### src/rtl/hazard_scoreboard_pkg.sv
// Shared uISA definitions: opcodes, register IDs, half-register index mapping.
package hazard_scoreboard_pkg;

    localparam int unsigned REG_ID_W   = 5;
    localparam int unsigned OPC_W      = 6;
    localparam int unsigned NUM_HALVES = 16;
    localparam int unsigned NUM_FLAGS  = 8;
    localparam int unsigned SB_CNT_W   = 3;
    localparam int unsigned HALF_IDX_W = 4;

    // Opcodes
    localparam logic [OPC_W-1:0] NOP_op = 6'h00;
    localparam logic [OPC_W-1:0] ADD_op = 6'h01;
    localparam logic [OPC_W-1:0] LD_op  = 6'h10;
    localparam logic [OPC_W-1:0] IN_op  = 6'h14;
    localparam logic [OPC_W-1:0] MUL_op = 6'h20;

    // Register IDs: R0, sixteen 8-bit registers, six pairs
    localparam logic [REG_ID_W-1:0] rR0  = 5'd0;
    localparam logic [REG_ID_W-1:0] rA   = 5'd1;
    localparam logic [REG_ID_W-1:0] rF   = 5'd2;
    localparam logic [REG_ID_W-1:0] rB   = 5'd3;
    localparam logic [REG_ID_W-1:0] rC   = 5'd4;
    localparam logic [REG_ID_W-1:0] rD   = 5'd5;
    localparam logic [REG_ID_W-1:0] rE   = 5'd6;
    localparam logic [REG_ID_W-1:0] rH   = 5'd7;
    localparam logic [REG_ID_W-1:0] rL   = 5'd8;
    localparam logic [REG_ID_W-1:0] rT0  = 5'd9;
    localparam logic [REG_ID_W-1:0] rT1  = 5'd10;
    localparam logic [REG_ID_W-1:0] rT2  = 5'd11;
    localparam logic [REG_ID_W-1:0] rT3  = 5'd12;
    localparam logic [REG_ID_W-1:0] rU0  = 5'd13;
    localparam logic [REG_ID_W-1:0] rU1  = 5'd14;
    localparam logic [REG_ID_W-1:0] rU2  = 5'd15;
    localparam logic [REG_ID_W-1:0] rU3  = 5'd16;
    localparam logic [REG_ID_W-1:0] rAF  = 5'd17;
    localparam logic [REG_ID_W-1:0] rBC  = 5'd18;
    localparam logic [REG_ID_W-1:0] rDE  = 5'd19;
    localparam logic [REG_ID_W-1:0] rHL  = 5'd20;
    localparam logic [REG_ID_W-1:0] rT10 = 5'd21;
    localparam logic [REG_ID_W-1:0] rT32 = 5'd22;

    // Half-register indices (bit positions in the half masks)
    localparam logic [HALF_IDX_W-1:0] H_A  = 4'd0;
    localparam logic [HALF_IDX_W-1:0] H_F  = 4'd1;
    localparam logic [HALF_IDX_W-1:0] H_B  = 4'd2;
    localparam logic [HALF_IDX_W-1:0] H_C  = 4'd3;
    localparam logic [HALF_IDX_W-1:0] H_D  = 4'd4;
    localparam logic [HALF_IDX_W-1:0] H_E  = 4'd5;
    localparam logic [HALF_IDX_W-1:0] H_H  = 4'd6;
    localparam logic [HALF_IDX_W-1:0] H_L  = 4'd7;
    localparam logic [HALF_IDX_W-1:0] H_T0 = 4'd8;
    localparam logic [HALF_IDX_W-1:0] H_T1 = 4'd9;
    localparam logic [HALF_IDX_W-1:0] H_T2 = 4'd10;
    localparam logic [HALF_IDX_W-1:0] H_T3 = 4'd11;

    // Expanded operand footprint: half-registers plus flag bits
    typedef struct packed {
        logic [NUM_HALVES-1:0] halves;
        logic [NUM_FLAGS-1:0]  flags;
    } sb_mask_t;

    function automatic logic is_single(input logic [REG_ID_W-1:0] id);
        return (id >= rA) && (id <= rU3);
    endfunction

    function automatic logic is_pair(input logic [REG_ID_W-1:0] id);
        return (id >= rAF) && (id <= rT32);
    endfunction

    // 8-bit IDs are numbered in half-index order starting at 1
    function automatic logic [HALF_IDX_W-1:0] single_half(input logic [REG_ID_W-1:0] id);
        return HALF_IDX_W'(id - 5'd1);
    endfunction

    // Pair map: returns {high half index, low half index}
    function automatic logic [2*HALF_IDX_W-1:0] pair_halves(input logic [REG_ID_W-1:0] id);
        logic [2*HALF_IDX_W-1:0] hl;
        hl = '0;
        case (id)
            rAF:     hl = {H_A,  H_F};
            rBC:     hl = {H_B,  H_C};
            rDE:     hl = {H_D,  H_E};
            rHL:     hl = {H_H,  H_L};
            rT10:    hl = {H_T1, H_T0};
            rT32:    hl = {H_T3, H_T2};
            default: hl = '0;
        endcase
        return hl;
    endfunction

endpackage

### src/rtl/hazard_scoreboard_if.sv
// ID/EXE hazard bus between the pipeline (master) and the scoreboard (slave).
interface hazard_scoreboard_if
    import hazard_scoreboard_pkg::*;
#(
    parameter int unsigned CNT_W = 16
);
    logic                   flush;
    logic                   id_valid;
    logic [REG_ID_W-1:0]    id_rd0_id;
    logic [REG_ID_W-1:0]    id_rd1_id;
    logic [NUM_FLAGS-1:0]   id_fread;
    logic                   ex_valid;
    logic [OPC_W-1:0]       ex_opcode;
    logic [REG_ID_W-1:0]    ex_wr_id;
    logic [NUM_FLAGS-1:0]   ex_fmask;
    logic                   stall_clr;
    logic                   bubble;
    logic [NUM_HALVES-1:0]  pend_halves;
    logic [CNT_W-1:0]       stall_cnt;

    modport master (
        output flush, id_valid, id_rd0_id, id_rd1_id, id_fread,
               ex_valid, ex_opcode, ex_wr_id, ex_fmask, stall_clr,
        input  bubble, pend_halves, stall_cnt
    );

    modport slave (
        input  flush, id_valid, id_rd0_id, id_rd1_id, id_fread,
               ex_valid, ex_opcode, ex_wr_id, ex_fmask, stall_clr,
        output bubble, pend_halves, stall_cnt
    );

endinterface

### src/rtl/hazard_scoreboard_sb_counter.sv
// 3-bit pending-write counter: clear beats load beats decrement-to-zero.
module sb_counter
    import hazard_scoreboard_pkg::*;
(
    input  logic                clk,
    input  logic                rst_n,
    input  logic                i_clr,
    input  logic                i_load,
    input  logic [SB_CNT_W-1:0] i_load_val,
    output logic                o_nz
);

    logic [SB_CNT_W-1:0] r_cnt;

    // Load overwrites any residual count; otherwise count down and stop at 0
    always_ff @(posedge clk or negedge rst_n) begin
        if (!rst_n) begin
            r_cnt <= '0;
        end else if (i_clr) begin
            r_cnt <= '0;
        end else if (i_load) begin
            r_cnt <= i_load_val;
        end else if (r_cnt != '0) begin
            r_cnt <= r_cnt - SB_CNT_W'(1);
        end
    end

    assign o_nz = |r_cnt;

endmodule

### src/rtl/hazard_scoreboard.sv
// Load-use hazard unit between ID and EXE: tracks long-latency writes per half/flag.
module hazard_scoreboard
    import hazard_scoreboard_pkg::*;
#(
    parameter int unsigned LAT      = 2,
    parameter int unsigned MUL_LONG = 0,
    parameter int unsigned CNT_W    = 16
)(
    input  logic              clk,
    input  logic              rst_n,
    hazard_scoreboard_if.slave hz
);

    // LAT=1 results forward straight out of EXE, so nothing is ever parked
    localparam logic                LOAD_ON  = (LAT > 1);
    localparam logic [SB_CNT_W-1:0] LOAD_VAL = SB_CNT_W'(LAT - 1);

    logic                  w_ex_long;
    logic                  w_load_en;
    sb_mask_t              w_src;
    sb_mask_t              w_dst;
    logic [NUM_HALVES-1:0] w_half_nz;
    logic [NUM_FLAGS-1:0]  w_flag_nz;
    logic                  w_half_hit;
    logic                  w_flag_hit;
    logic                  w_bubble;
    logic [CNT_W-1:0]      r_stall_cnt;

    function automatic logic [NUM_HALVES-1:0] expand_halves(input logic [REG_ID_W-1:0] id);
        logic [NUM_HALVES-1:0]   m;
        logic [2*HALF_IDX_W-1:0] hl;
        m  = '0;
        hl = pair_halves(id);
        if (is_single(id)) begin
            m[single_half(id)] = 1'b1;
        end else if (is_pair(id)) begin
            m[hl[2*HALF_IDX_W-1:HALF_IDX_W]] = 1'b1;
            m[hl[HALF_IDX_W-1:0]]            = 1'b1;
        end
        return m;
    endfunction

    function automatic logic covers_flags(input logic [REG_ID_W-1:0] id);
        return (id == rF) || (id == rAF);
    endfunction

    assign w_ex_long = hz.ex_valid &&
                       ((hz.ex_opcode == LD_op) || (hz.ex_opcode == IN_op) ||
                        ((MUL_LONG != 0) && (hz.ex_opcode == MUL_op)));
    assign w_load_en = LOAD_ON && w_ex_long;

    // Expand ID sources and the EXE destination into half/flag footprints
    always_comb begin
        w_src        = '0;
        w_dst        = '0;
        w_src.halves = expand_halves(hz.id_rd0_id) | expand_halves(hz.id_rd1_id);
        w_src.flags  = hz.id_fread;
        if (covers_flags(hz.id_rd0_id) || covers_flags(hz.id_rd1_id)) begin
            w_src.flags = '1;
        end
        if (w_ex_long) begin
            w_dst.halves = expand_halves(hz.ex_wr_id);
            w_dst.flags  = covers_flags(hz.ex_wr_id) ? '1 : hz.ex_fmask;
        end
    end

    // One counter per half-register
    for (genvar g = 0; g < NUM_HALVES; g++) begin : g_half
        sb_counter u_cnt (
            .clk        (clk),
            .rst_n      (rst_n),
            .i_clr      (hz.flush),
            .i_load     (w_load_en && w_dst.halves[g]),
            .i_load_val (LOAD_VAL),
            .o_nz       (w_half_nz[g])
        );
    end

    // One counter per flag bit
    for (genvar g = 0; g < NUM_FLAGS; g++) begin : g_flag
        sb_counter u_cnt (
            .clk        (clk),
            .rst_n      (rst_n),
            .i_clr      (hz.flush),
            .i_load     (w_load_en && w_dst.flags[g]),
            .i_load_val (LOAD_VAL),
            .o_nz       (w_flag_nz[g])
        );
    end

    assign w_half_hit = |(w_src.halves & (w_dst.halves | w_half_nz));
    assign w_flag_hit = |(w_src.flags & (w_dst.flags | w_flag_nz));
    assign w_bubble   = hz.id_valid && !hz.flush && (w_half_hit || w_flag_hit);

    // Saturating stall-cycle counter; clear wins over increment
    always_ff @(posedge clk or negedge rst_n) begin
        if (!rst_n) begin
            r_stall_cnt <= '0;
        end else if (hz.stall_clr) begin
            r_stall_cnt <= '0;
        end else if (w_bubble && (r_stall_cnt != '1)) begin
            r_stall_cnt <= r_stall_cnt + CNT_W'(1);
        end
    end

    assign hz.bubble      = w_bubble;
    assign hz.pend_halves = w_half_nz;
    assign hz.stall_cnt   = r_stall_cnt;

endmodule
### src/flat_wrapper.sv
// flat-port wrapper written by rule: the top's interface ports become plain ports
module hazard_scoreboard_flat import hazard_scoreboard_pkg::*;
#(
    parameter int unsigned LAT      = 2,
    parameter int unsigned MUL_LONG = 0,
    parameter int unsigned CNT_W    = 16
)
  (clk, rst_n, hz_flush, hz_id_valid, hz_id_rd0_id, hz_id_rd1_id, hz_id_fread, hz_ex_valid, hz_ex_opcode, hz_ex_wr_id, hz_ex_fmask, hz_stall_clr, hz_bubble, hz_pend_halves, hz_stall_cnt);
  hazard_scoreboard_if #(.CNT_W(CNT_W)) hz_i ();
  input  logic clk;
  input  logic rst_n;
  input wire logic [$bits(hz_i.flush)-1:0] hz_flush;
  input wire logic [$bits(hz_i.id_valid)-1:0] hz_id_valid;
  input wire logic [$bits(hz_i.id_rd0_id)-1:0] hz_id_rd0_id;
  input wire logic [$bits(hz_i.id_rd1_id)-1:0] hz_id_rd1_id;
  input wire logic [$bits(hz_i.id_fread)-1:0] hz_id_fread;
  input wire logic [$bits(hz_i.ex_valid)-1:0] hz_ex_valid;
  input wire logic [$bits(hz_i.ex_opcode)-1:0] hz_ex_opcode;
  input wire logic [$bits(hz_i.ex_wr_id)-1:0] hz_ex_wr_id;
  input wire logic [$bits(hz_i.ex_fmask)-1:0] hz_ex_fmask;
  input wire logic [$bits(hz_i.stall_clr)-1:0] hz_stall_clr;
  output wire logic [$bits(hz_i.bubble)-1:0] hz_bubble;
  output wire logic [$bits(hz_i.pend_halves)-1:0] hz_pend_halves;
  output wire logic [$bits(hz_i.stall_cnt)-1:0] hz_stall_cnt;
  assign hz_i.flush = hz_flush;
  assign hz_i.id_valid = hz_id_valid;
  assign hz_i.id_rd0_id = hz_id_rd0_id;
  assign hz_i.id_rd1_id = hz_id_rd1_id;
  assign hz_i.id_fread = hz_id_fread;
  assign hz_i.ex_valid = hz_ex_valid;
  assign hz_i.ex_opcode = hz_ex_opcode;
  assign hz_i.ex_wr_id = hz_ex_wr_id;
  assign hz_i.ex_fmask = hz_ex_fmask;
  assign hz_i.stall_clr = hz_stall_clr;
  assign hz_bubble = hz_i.bubble;
  assign hz_pend_halves = hz_i.pend_halves;
  assign hz_stall_cnt = hz_i.stall_cnt;
  hazard_scoreboard #(.LAT(LAT), .MUL_LONG(MUL_LONG), .CNT_W(CNT_W)) u_core (.clk(clk), .rst_n(rst_n), .hz(hz_i));
endmodule
### config.mk
export PLATFORM = sky130hd
export DESIGN_NAME = hazard_scoreboard_flat
export DESIGN_NICKNAME = d
export VERILOG_FILES = /design/src/rtl/hazard_scoreboard_pkg.sv /design/src/rtl/hazard_scoreboard_if.sv /design/src/rtl/hazard_scoreboard_sb_counter.sv /design/src/rtl/hazard_scoreboard.sv /design/src/flat_wrapper.sv
export SDC_FILE = /design/constraint.sdc
export NUM_CORES = 1
export LEC_CHECK = 0
export BUFFER_PORTS_ARGS = -buffer_cell sky130_fd_sc_hd__buf_2
export CORE_MARGIN = 2
export CORE_UTILIZATION = 54
export DETAILED_ROUTE_END_ITERATION = 6
export PLACE_DENSITY = 0.8
export SLEW_MARGIN = 0
export SYNTH_ARGS = -nofsm -noshare
export SYNTH_HDL_FRONTEND = slang
export SYNTH_SLANG_ARGS = --single-unit
export TNS_END_PERCENT = 30
### constraint.sdc
create_clock -name clk -period 3.05 [get_ports clk]
set_clock_uncertainty 0.15 [all_clocks]
set_input_delay 0.305 -clock clk [delete_from_list [all_inputs] [get_ports clk]]
set_output_delay 0.305 -clock clk [all_outputs]
set_load 0.03 [all_outputs]
Word level (Yosys, flattened, before mapping). Index checks and enable logic that the tools add are counted.

Add/sub/neg operators: 28. Multipliers: 0. Div/mod/pow operators: 0. $lt $le $gt $ge: 30. Eq/ne operators: 24. Shifts and indexed selects: 0. Mux-type cells: 105. Bitwise logic cells: 8. Reductions and logical operators: 125.

Operator list (count): 3-bit two-way mux (72); 8-bit one-hot mux with 6 select lines (3); 3-bit nonzero test (48); 16-bit two-way mux (8); 5-bit equality test, second input constant (18); 16-bit bitwise OR (5); 3-bit OR reduction (24); 3-bit by 1-bit subtractor with 3-bit output, second input constant (24); 4-bit by 5-bit less-than comparator with 1-bit output, second input constant (9); 1-bit logical AND (43); 1-bit demux with 4-bit select (9); 4-bit by 1-bit greater-or-equal comparator with 1-bit output, second input constant (9); 5-bit <= comparator, second input constant (6); 24-bit two-way mux (1); 8-bit two-way mux (3); 16-bit by 1-bit adder with 16-bit output, second input constant (1); 16-bit bitwise AND (1); 16-bit != test, second input constant (1); 16-bit OR reduction (1); 5-bit by 2-bit equality test with 1-bit output, second input constant (3); 5-bit by 1-bit greater-or-equal comparator with 1-bit output, second input constant (3); 5-bit greater-or-equal comparator, second input constant (3); 6-bit by 5-bit equality test with 1-bit output, second input constant (2); 4-bit by 1-bit subtractor with 4-bit output, second input constant (3); 7 further kinds (20).

Bits in registers: 88. Bits in latches: 0. RAM bits: 0. Memory bits (read-only): 0. Input port bits: 43. Output and inout port bits: 33. Logic and storage cells: 345. Memories kept: 0.

Longest topological paths before layout. Gate-level depths: netlist of run 1.

Word-level depth: 20. Mapped depth: 13. Gate-level depth less buffers: 11.

Modules after synthesis. A second synthesis of run 1 with hierarchy kept.

Cells, all modules: 816. Area total of the unflattened synthesis: 7432.1 sq um.

By module, submodules not included: sb_counter at u_core.g_flag[0].u_cnt ... (instances 23, cells each 21, area an instance 211.5 sq um, sequential area each 75.1 sq um); hazard_scoreboard (instances 1, cells each 312, area an instance 2376.0 sq um, sequential area each 400.4 sq um); sb_counter at u_core.g_flag[7].u_cnt (instances 1, cells each 21, area an instance 192.7 sq um, sequential area each 75.1 sq um).

Least setup slack after synthesis of run 1. OpenSTA, ideal clock, no wires.

Path kind: flip-flop to output port. Start: register u_core.g_flag[3].u_cnt.r_cnt[0]. End: output port hz_bubble. Data arrival time: 2.426 ns. Data required time: 2.595 ns. Slack: 0.169 ns. Stages on the path, launching flop included: 14. Buffers on the path: 2. Path through: dfrtp_1 -> inv_1 -> ha_1 -> ha_1 -> clkbuf_1 -> nand2_1 -> nor3_1 -> a21oi_1 -> a2111oi_0 -> nand3_1 -> nor4_2 -> buf_2 -> nand2b_1 -> inv_1.

Longest elaborated chain between the ends: 6.

Ends and longest elaborated chain: start: declaration (RTL line hazard_scoreboard_sb_counter.sv:13) `logic [SB_CNT_W-1:0] r_cnt;`; start signal: assignment (RTL line hazard_scoreboard_sb_counter.sv:22) `r_cnt <= i_load_val;`; start signal: assignment (RTL line hazard_scoreboard_sb_counter.sv:24) `r_cnt <= r_cnt - SB_CNT_W'(1);`; 3-bit OR reduction (RTL line hazard_scoreboard_sb_counter.sv:28) `assign o_nz = |r_cnt;`; 8-bit bitwise OR (RTL line hazard_scoreboard.sv:92) `assign w_flag_hit = |(w_src.flags & (w_dst.flags | w_flag_nz));`; 8-bit bitwise AND (RTL line hazard_scoreboard.sv:92); 8-bit OR reduction (RTL line hazard_scoreboard.sv:92); 1-bit logical OR (RTL line hazard_scoreboard.sv:93) `assign w_bubble = hz.id_valid && !hz.flush && (w_half_hit || w_flag_hit);`; 1-bit logical AND (RTL line hazard_scoreboard.sv:93); end: declaration (RTL line flat_wrapper.sv:22) `output wire logic [$bits(hz_i.bubble)-1:0] hz_bubble;`.

Every way passes these cells.

Worst setup path after layout of run 1.
Start: register u_core.g_flag[3].u_cnt.r_cnt[1]. End: output port hz_bubble.

Same word-level chain as after synthesis.

==> results of run 1 <==
per-layer routing:
metal  track usage (%)  share of wire [%]
met1              29.9                 44
met2              40.3                 49
met3              6.53                5.7
met4              7.07                1.6
met5                 0                  0
final cells by class:
| class | count | area (um2) | share of cell area (%) |
|---|---|---|---|
| multi-input combinational | 515 | 3480 | 45.8 |
| tap | 143 | 179 | 2.35 |
| clock inverter | 4 | 53.8 | 0.707 |
| clock buffer | 12 | 246 | 3.24 |
| sequential | 88 | 2200 | 28.9 |
| timing repair buffer | 163 | 1060 | 14.0 |
| inverter | 102 | 383 | 5.03 |
cells by family after synthesis:
family                   share of synthesized area [%]
AO/OA/AOI/OAI                                     14.1
adder cells (fa/ha/maj)                           9.71
buffers and inverters                             10.9
XOR/XNOR                                          3.74
AND/OR/NAND/NOR                                   24.5
multiplexers                                      2.28
flip-flops                                        34.9
what timing repair did:
action / 4_1_cts / 5_1_grt
pin swaps: 4 / 1
hold endpoints to repair: 53 / 0
hold buffers: 1 / 0
resized for setup: 17 / 4
endpoints found under the setup margin: 1 / 14
setup buffers: 3 / 0
worst reg2reg max path: cells and delay by family, from the launching register on:
kind / cells / cell delay (ns)
AO/OA/AOI/OAI: 3 / 0.47
adder cells (fa/ha/maj): 2 / 0.33
buffers and inverters: 4 / 0.53
flip-flops: 1 / 0.39
multiplexers: 1 / 0.33
AND/OR/NAND/NOR: 4 / 0.53
per-stage QoR:
step / hold WS, ns / total power, mW
floorplan: -0.141 / 4.80
global placement: 0.248 / 5.48
detailed placement: 0.246 / 5.65
CTS: 0.153 / 6.90
global route: 0.173 / 7.53
finish: 0.170 / 6.85
path summary, 6_finish.rpt:
check	startpoint	to	slack, ns	cells after the start
worst max-delay path	u_core.g_flag[3].u_cnt.r_cnt[1]$_DFFE_PN0P_	hz_bubble	-0.002	14
worst min register to register	u_core.g_half[12].u_cnt.r_cnt[2]$_DFFE_PN0P_	u_core.g_half[12].u_cnt.r_cnt[2]$_DFFE_PN0P_	0.36	2
max in group asynchronous	rst_n	u_core.g_half[2].u_cnt.r_cnt[1]$_DFFE_PN0P_	1.63	3
worst max register to register	u_core.g_flag[3].u_cnt.r_cnt[1]$_DFFE_PN0P_	u_core.hz.stall_cnt[13]$_DFFE_PN0P_	0.19	14
min in group asynchronous	rst_n	u_core.g_flag[4].u_cnt.r_cnt[2]$_DFFE_PN0P_	0.38	2
worst min-delay path	hz_ex_fmask[0]	u_core.g_flag[0].u_cnt.r_cnt[2]$_DFFE_PN0P_	0.17	3
report_power, final:
part / leakage [nW] / switching (mW) / internal (mW)
logic: 2.45 / 2.24 / 1.68
clock network: 0.139 / 0.457 / 0.659
registers: 1.17 / 0.226 / 1.59
total: 3.76 / 2.92 / 3.93
cell usage in the layout, fill, tap and decap left out, types with 11 or more instances in the layout:
master      n
a21oi_1    69
and3b_1    13
buf_2      72
buf_4      88
dfrtp_1    88
ha_1       42
inv_1     102
mux2_1     11
nand2_1    16
nand2b_1   16
nor2_1    102
nor2b_1    20
nor3_1     35
nor3b_1    16
o211ai_1   12
o21ai_0    15
xor2_1     20
state kept, by name (all words and copies together) (netlist names):
name and flops:
u_core.g_flag.u_cnt.r_cnt 24, u_core.g_half.u_cnt.r_cnt 48, u_core.hz.stall_cnt 16
==> impl_metrics.yaml, run 1 <==
outcome:
  status: "finished, violations left"
  violations: "negative setup slack"
layout:
  synthToLayoutAreaGrowth_pct: 20.5
  finalNonFillerCells: 1027
  n_fill_cell: 944
  drive_above_1_share_pct: 21.9
  final_area_um2: 7610
  layout.nets: 971
  n_antenna_cell: 0
  utilization_pct: 66.6
floorplanning:
  initial_core_util_pct: 55.3
  die_h_um: 112
  die_x_um: 112
  die_area_um2: 12600
  ioPinCount: 76
  core_um2: 11400
  rows: 39
global_route:
  antenna_found_initial: 0
  grt_pass1_vias: 5340
  grt_pass1_wl_mm: 24.4
  grtUsageTotal_pct: 23.8
  grt_start_max_net_pins: 62
  grt_overflow: 0
sta:
  setup_ws_ns: -0.00150
  slew_headroom_pct: 53.2
  min_period_over_period_pct: 100
  finalHoldViolCount: 0
  rsz0062_at_grt: "yes"
  period_needed_ns: 3.05
  tns_ns: -0.00150
  fmax_mhz: 328
  finalMaxSlewViolations: 0
  setup_viol: 1
  tightest_slew_ns: 0.702
setup_path:
  crit_path_max_incr_delay_ns: 0.39
  crit_buf_inv: 5
  cp_slowest_cell: "dfrtp_1"
  cp-start-kind: "flop"
  worst-path-max-fanout: 2
  cpLargestDelayFamily: "buffers and inverters"
  cp-end-kind: "primary output"
  required_ns: 2.59
  path_cells: "inv_1 -> ha_1 -> ha_2 -> nand2_2 -> buf_4 -> a21oi_2 -> a21oi_2 -> a2111oi_2 -> nand3_1 -> nor4_2 -> buf_4 -> nand2b_1 -> inv_1 -> buf_6"
  critPathArrivalTime_ns: 2.60
  path_class: "reg -> out"
synthesis:
  postSynthCellCount: 767
  synth_flop_cell: "dfrtp_1"
  synth_commonest_cells: "inv_1 (102), nor2_1 (102), dfrtp_1 (88), a21oi_1 (71), ha_1 (49)"
  avgSynthCellArea_um2: 8.23
  synth_area_leaders: "dfrtp_1 (35%), ha_1 (9.7%), inv_1 (6.1%), nor2_1 (6.1%), a21oi_1 (5.6%)"
  yosys_register_bits: 88
  synth_warnings: 0
  syn_nets: 859
  ys_types: 53
  yosys.area.top_type: "dfrtp_1"
  async_flop_share_pct: 100
  synth_enable_flop_cells: 0
  yosysSeqAreaShare_pct: 34.9
  synth_top_area_share_pct: 34.9
  syn-cell-area_um2: 6320
placement:
  gp_congestion: 0.892
  place_area_um2: 7210
  dp_cells: 1007
  port_buffers: 74
  dp_hpwl_mm: 10.7
  place_ws_ns: -0.165
cts:
  worstSkewPairLatency_ns: 0.35
  cts_tree: "done"
  htreeDepth: 3
  numCtsBuffers: 9
  cts-root-buf: "clkbuf_16"
  clk_path_buf_depth: 2
  clkSlewWorstSetupHoldPaths_ns: 0.06
  cts.sinks: 88
job:
  drv_cap: 0
detailed_routing:
  drc_errors: 0
  drt-initial-drc-count: 444
  wl_per_cell_um: 14.0
  first_pass_iters: 5
  drt_wl_total_mm: 14.4
  vias_per_cell: 5.49
  antenna_left: 0
  vias: 5637
power_and_ir_drop:
  leakagePower_nw: 3.76
  peakVddDrop_mv: 0.801
  power_per_cell_area_nw_per_um2: 901
min_path:
  min_path_type: "in -> reg"
No activity file was read; power rests on OpenSTA's default activity.
==> run 2: changes to the inputs <==
Settings changed: CORE_ASPECT_RATIO set to 0.5.
==> run 2 against run 1 <==
Effect of this change:
- the flow still finishes with violations (negative setup slack)
- die area up 0.42%
- largest cell class unchanged
- clock power about the same
- highest routed layer unchanged
- register-to-register slack worse by 0.21 ns
- worst setup slack worse by 0.16 ns
- sequential cell count unchanged
- critical path type unchanged
- combinational power up 4%
- utilization up 2.1 points
==> impl_metrics.yaml, run 2 (synthesized netlist as in run 1, its figures left out) <==
sta:
  period_needed_ns: 3.21
  tightest_slew_ns: 0.976
  slew_headroom_pct: 34.4
  finalMaxSlewViolations: 0
  hold_ws_ns: 0.167
  finalHoldViolCount: 0
  setup_ws_ns: -0.159
  rsz0062_at_grt: "yes"
  tns_ns: -0.226
  setup_viol: 5
  min_period_over_period_pct: 105
  fmax_mhz: 312
layout:
  mostFrequentLayoutCells: "nor2_1 (102), inv_1 (97), dfrtp_1 (88), buf_4 (84), buf_2 (72)"
  top_register: "u_core.g_half.u_cnt.r_cnt"
  final_area_um2: 7690
  layout_commonest_cell: "nor2_1"
  layout.nets: 970
  drive_above_1_share_pct: 22.3
  utilization_pct: 68.8
  n_fill_cell: 886
  finalNonFillerCells: 1043
  largest_reg_flops: 48
  synthToLayoutAreaGrowth_pct: 21.8
detailed_routing:
  vias_per_cell: 5.60
  drc_errors: 0
  wl_per_cell_um: 14.6
  first_pass_iters: 5
  vias: 5839
  drt-initial-drc-count: 535
  antenna_left: 0
  drt_wl_total_mm: 15.2
cts:
  numCtsBuffers: 9
  clkSlewWorstSetupHoldPaths_ns: 0.06
  clk_path_buf_depth: 2
  cts-root-buf: "clkbuf_16"
  cts_tree: "done"
  htreeDepth: 3
  worstSkewPairLatency_ns: 0.35
  cts.sinks: 88
power_and_ir_drop:
  power.total_mw: 7.01
  peakVddDrop_mv: 0.454
  power_per_cell_area_nw_per_um2: 911
  sw_frac_of_total_pct: 43.3
  power.share.clock_pct: 15.6
  comb_power_share_pct: 58.3
  intPower_mw: 3.98
  switching_power_mw: 3.03
  seq_power_share_pct: 26.1
  leakagePower_nw: 3.79
outcome:
  violations: "negative setup slack"
  status: "finished, violations left"
min_path:
  hp-start: "hz_ex_fmask[0]"
  worstHoldPathCells: 3
  min_path_type: "in -> reg"
  hold_end: "u_core.g_flag[0].u_cnt.r_cnt[1]$_DFFE_PN0P_"
floorplanning:
  die_area_um2: 12600
  die_x_um: 157
  ioPinCount: 76
  die_h_um: 80.5
  core_um2: 11200
  initial_core_util_pct: 56.5
  rows: 27
setup_path:
  ff2ff_path_depth: 12
  rr_endpoint: "u_core.hz.stall_cnt[6]$_DFFE_PN0P_"
  cp-end-kind: "primary output"
  ff2ff_setup_slack_ns: -0.02
  path_class: "reg -> out"
  required_ns: 2.59
  worst_r2r_startpoint: "u_core.g_half[0].u_cnt.r_cnt[0]$_DFFE_PN0P_"
  worst-path-max-fanout: 2
  cp-start-kind: "flop"
  critPathArrivalTime_ns: 2.75
global_route:
  grtUsageTotal_pct: 24.7
  grt_overflow: 0
  grt_start_max_net_pins: 61
  antenna_found_initial: 1
  grt_pass1_wl_mm: 24.7
  grt_pass1_vias: 5437
placement:
  place_area_um2: 7200
  dp_cells: 1018
  dp_hpwl_mm: 11.0
  port_buffers: 74
  place_ws_ns: -0.191
  gp_congestion: 0.931
job:
  drv_cap: 0
==> run 2: what timing repair did <==
action,4_1_cts,5_1_grt
endpoints found under the hold margin,47,0
gates resized for setup,16,15
endpoints found under the setup margin,16,17
cloned,0,1
hold buffers,1,0
pin swaps,9,9
setup buffers,2,4
==> run 2: worst max-delay path: stages (launching register included) <==
cell       delay [ns]
dfrtp_1          0.39
inv_1            0.06
ha_1             0.14
ha_1             0.20
a21oi_1          0.08
a2111oi_1        0.50
nand3_1          0.25
nor4_2           0.35
buf_4            0.17
nand2b_4         0.11
inv_2            0.03
buf_6            0.12
==> run 2: worst max path at each step <==
stage,start,end,slack [ns],cells past startpoint
after global routing,u_core.g_flag[7].u_cnt.r_cnt[1]$_DFFE_PN0P_,hz_bubble,-0.27,13
after detailed placement,hz_ex_opcode[5],u_core.hz.stall_cnt[13]$_DFFE_PN0P_,-0.19,11
after global placement,hz_id_rd0_id[0],hz_bubble,-0.15,11
after floorplan,u_core.g_flag[3].u_cnt.r_cnt[0]$_DFFE_PN0P_,hz_bubble,0.17,13
after CTS,u_core.g_flag[7].u_cnt.r_cnt[0]$_DFFE_PN0P_,hz_bubble,-0.16,13
final,u_core.g_half[0].u_cnt.r_cnt[0]$_DFFE_PN0P_,hz_bubble,-0.16,11
==> run 2: metal layers <==
layer | share of wire [%] | global-route usage (%) | routed length (um) | up-vias
met2 | 47 | 42.3 | 7190 | 224
li1 | - | - | - | 2818
met3 | 7.1 | 5.72 | 1090 | 34
met5 | 0 | 0 | 0 | -
met4 | 1.9 | 8.62 | 284 | 0
met1 | 44 | 31.0 | 6690 | 2763
==> run 2: power by group through the flow <==
| stage | Combinational (mW) | Sequential, mW | Clock, mW |
|---|---|---|---|
| global route | 4.64 | 1.88 | 1.16 |
| finish | 4.09 | 1.83 | 1.09 |
| CTS | 3.98 | 1.82 | 1.10 |
| floorplan | 3.00 | 1.80 | 0 |
| detailed placement | 3.82 | 1.84 | 0 |
| global placement | 3.62 | 1.81 | 0 |
==> run 2: layout make-up <==
| type | instances | area (um2) | area share (%) |
|---|---|---|---|
| inverters | 102 | 383 | 4.98 |
| diodes | 1 | 2.50 | 0.0325 |
| repair buffers | 162 | 1080 | 14.1 |
| clock buffers | 13 | 270 | 3.51 |
| well taps | 159 | 199 | 2.59 |
| flip-flops and latches | 88 | 2200 | 28.6 |
| multi-input cells | 515 | 3530 | 45.9 |
| clock inverters | 3 | 22.5 | 0.293 |
==> run 3: changes to the inputs <==
Settings changed: ABC_AREA set to 1.
==> run 3 against run 2 <==
Effect of this change:
- the run now ends clean
- global-route usage down 0.97 points
- clock power barely moved
- final cell count rose by 6.6%
- worst setup slack better by 0.50 ns
- non-clock buffer count is 79 lower
- combinational power down 28%
- via count is 1.9% higher
- hold slack improved by 0.087 ns
- synthesized cell count is 16% higher
- synthesized area increased by 4.1%
- fmax rose by 18%
- cell area is 5.3% lower
- critical path type is now in -> out
- largest cell class unchanged
==> impl_metrics.yaml, run 3 <==
synthesis:
  synth_top_area_share_pct: 33.5
  yosys_register_bits: 88
  yosysSeqAreaShare_pct: 33.5
  synth_warnings: 0
  async_flop_share_pct: 100
  avgSynthCellArea_um2: 7.42
  syn-cell-area_um2: 6580
  yosysMostFrequentCell: "nand2_1"
  syn_nets: 979
  yosys.area.top_type: "dfrtp_1"
  synth_enable_flop_cells: 0
  ys_types: 38
  postSynthCellCount: 887
  synth_area_leaders: "dfrtp_1 (33%), nand2_1 (11%), ha_1 (9.3%), inv_1 (9.1%), nand3_1 (6.4%)"
  synth_flop_cell: "dfrtp_1"
  synth_commonest_cells: "nand2_1 (190), inv_1 (159), dfrtp_1 (88), nand3_1 (84), nor2_1 (61)"
placement:
  gp_congestion: 0.929
  port_buffers: 74
  place_area_um2: 6970
  dp_hpwl_mm: 11.2
sta:
  tns_ns: 0
  period_needed_ns: 2.71
  finalMaxSlewViolations: 0
  setup_viol: 0
  fmax_mhz: 368
  slew_headroom_pct: 36.9
  tightest_slew_ns: 0.945
  min_period_over_period_pct: 89.0
  rsz0062_at_grt: "no"
  finalHoldViolCount: 0
setup_path:
  required_ns: 2.59
  path_class: "in -> out"
  critPathArrivalTime_ns: 2.26
  cp-start-kind: "input port"
  rr_endpoint: "u_core.hz.stall_cnt[12]$_DFFE_PN0P_"
  ff2ff_path_depth: 14
  cp-end-kind: "primary output"
  worst-path-max-fanout: 11
  worst_r2r_startpoint: "u_core.hz.stall_cnt[0]$_DFFE_PN0P_"
  ff2ff_setup_slack_ns: 0.67
job:
  drv_cap: 0
cts:
  cts_resized: 0
  clkSlewWorstSetupHoldPaths_ns: 0.06
  clk_path_buf_depth: 2
  numCtsBuffers: 9
  cts-root-buf: "clkbuf_16"
  holdBufCountCts: 1
  cts.sinks: 88
  cts_tree: "done"
  post_cts_buffers: 0
  worstSkewPairLatency_ns: 0.34
  htreeDepth: 3
detailed_routing:
  wl_per_cell_um: 13.3
  vias: 5949
  drc_errors: 0
  drt-initial-drc-count: 363
  drt_wl_total_mm: 14.8
  antenna_left: 0
  vias_per_cell: 5.35
  first_pass_iters: 5
floorplanning:
  die_area_um2: 13100
  initial_core_util_pct: 55.5
  die_h_um: 82.0
  ioPinCount: 76
  rows: 28
  core_um2: 11800
  die_x_um: 160
global_route:
  grt_pass1_wl_mm: 25.3
  grt_pass1_vias: 5497
  antenna_found_initial: 0
  grtUsageTotal_pct: 23.8
  grt_start_max_net_pins: 55
  grt_overflow: 0
layout:
  drive_above_1_share_pct: 16.5
  layout_commonest_cell: "nand2_1"
  utilization_pct: 61.5
  largest_reg_flops: 48
  mostFrequentLayoutCells: "nand2_1 (190), inv_1 (159), dfrtp_1 (88), nand3_1 (84), buf_2 (73)"
  synthToLayoutAreaGrowth_pct: 10.7
  n_antenna_cell: 0
  top_register: "u_core.g_half.u_cnt.r_cnt"
  final_area_um2: 7280
  layout.nets: 1034
outcome:
  status: "complete, no violations"
min_path:
  hp-start: "hz_stall_clr"
  min_path_type: "in -> reg"
  worstHoldPathCells: 4
  hold_end: "u_core.hz.stall_cnt[11]$_DFFE_PN0P_"
power_and_ir_drop:
  peakVddDrop_mv: 0.369
  power_per_cell_area_nw_per_um2: 789
  leakagePower_nw: 3.83
## run 3: worst max-delay path, stage by stage
cell,delay (ns)
buf_2,0.21
nor2_4,0.09
nand2_2,0.09
nand2_2,0.15
nand2_4,0.17
nor2_1,0.06
nand2_1,0.11
nand2_1,0.12
nand2_1,0.12
nand2_1,0.06
inv_1,0.04
nand2_1,0.05
nor2_2,0.15
nand3_2,0.17
and2_1,0.18
buf_2,0.17
## run 3: per-stage QoR
step                      power [mW]  hold slack (ns)  worst slack [ns]  cells
after global routing            6.30            0.272             0.117   1112
final                           5.75            0.254             0.336   1112
after CTS                       5.78            0.246             0.356   1112
after global placement          4.46            0.144             0.377   1095
after floorplan                 4.14           -0.141             0.701    887
after detailed placement        4.64            0.144             0.386   1095
## run 3: worst max-delay path by stage
stage	slack [ns]	endpoint	depth (start not counted)	from
after detailed placement	0.39	hz_bubble	16	hz_ex_wr_id[1]
after CTS	0.36	hz_bubble	11	u_core.g_half[1].u_cnt.r_cnt[0]$_DFFE_PN0P_
after floorplan	0.70	u_core.hz.stall_cnt[0]$_DFFE_PN0P_	15	u_core.hz.stall_cnt[0]$_DFFE_PN0P_
after global placement	0.38	hz_bubble	16	hz_ex_wr_id[1]
final	0.34	hz_bubble	16	hz_ex_wr_id[3]
after global routing	0.12	hz_bubble	16	hz_ex_wr_id[3]
## run 3: cell families after synthesis
group,share of synthesized area [%]
xor+xnor,2.00
flops,33.5
compound gates,10.6
fa+ha+maj,9.32
buf+inv,13.3
simple gates,31.3
## run 3: layout make-up
type | instances | area (um2)
inverter | 165 | 619
clock buffer | 10 | 229
fill | 1071 | 4560
timing repair buffer | 83 | 455
sequential | 88 | 2200
tap | 165 | 206
multi-input combinational | 595 | 3500
clock inverter | 6 | 70.1
## run 3: where the power goes
| part | switching [mW] | leakage, nW | internal (mW) | total, mW |
|---|---|---|---|---|
| clock network | 0.478 | 0.135 | 0.638 | 1.12 |
| registers | 0.134 | 1.16 | 1.56 | 1.69 |
| logic | 1.82 | 2.54 | 1.11 | 2.94 |
| total | 2.43 | 3.83 | 3.31 | 5.75 |
## run 3: metal layers
layer  up-vias  wire (um)  global-route usage (%)
li1       2998          -                       -
met1      2784       6870                    30.6
met2       145       6970                    41.8
met3        22        700                    4.65
met4         0        240                    6.40
met5         -          0                       0
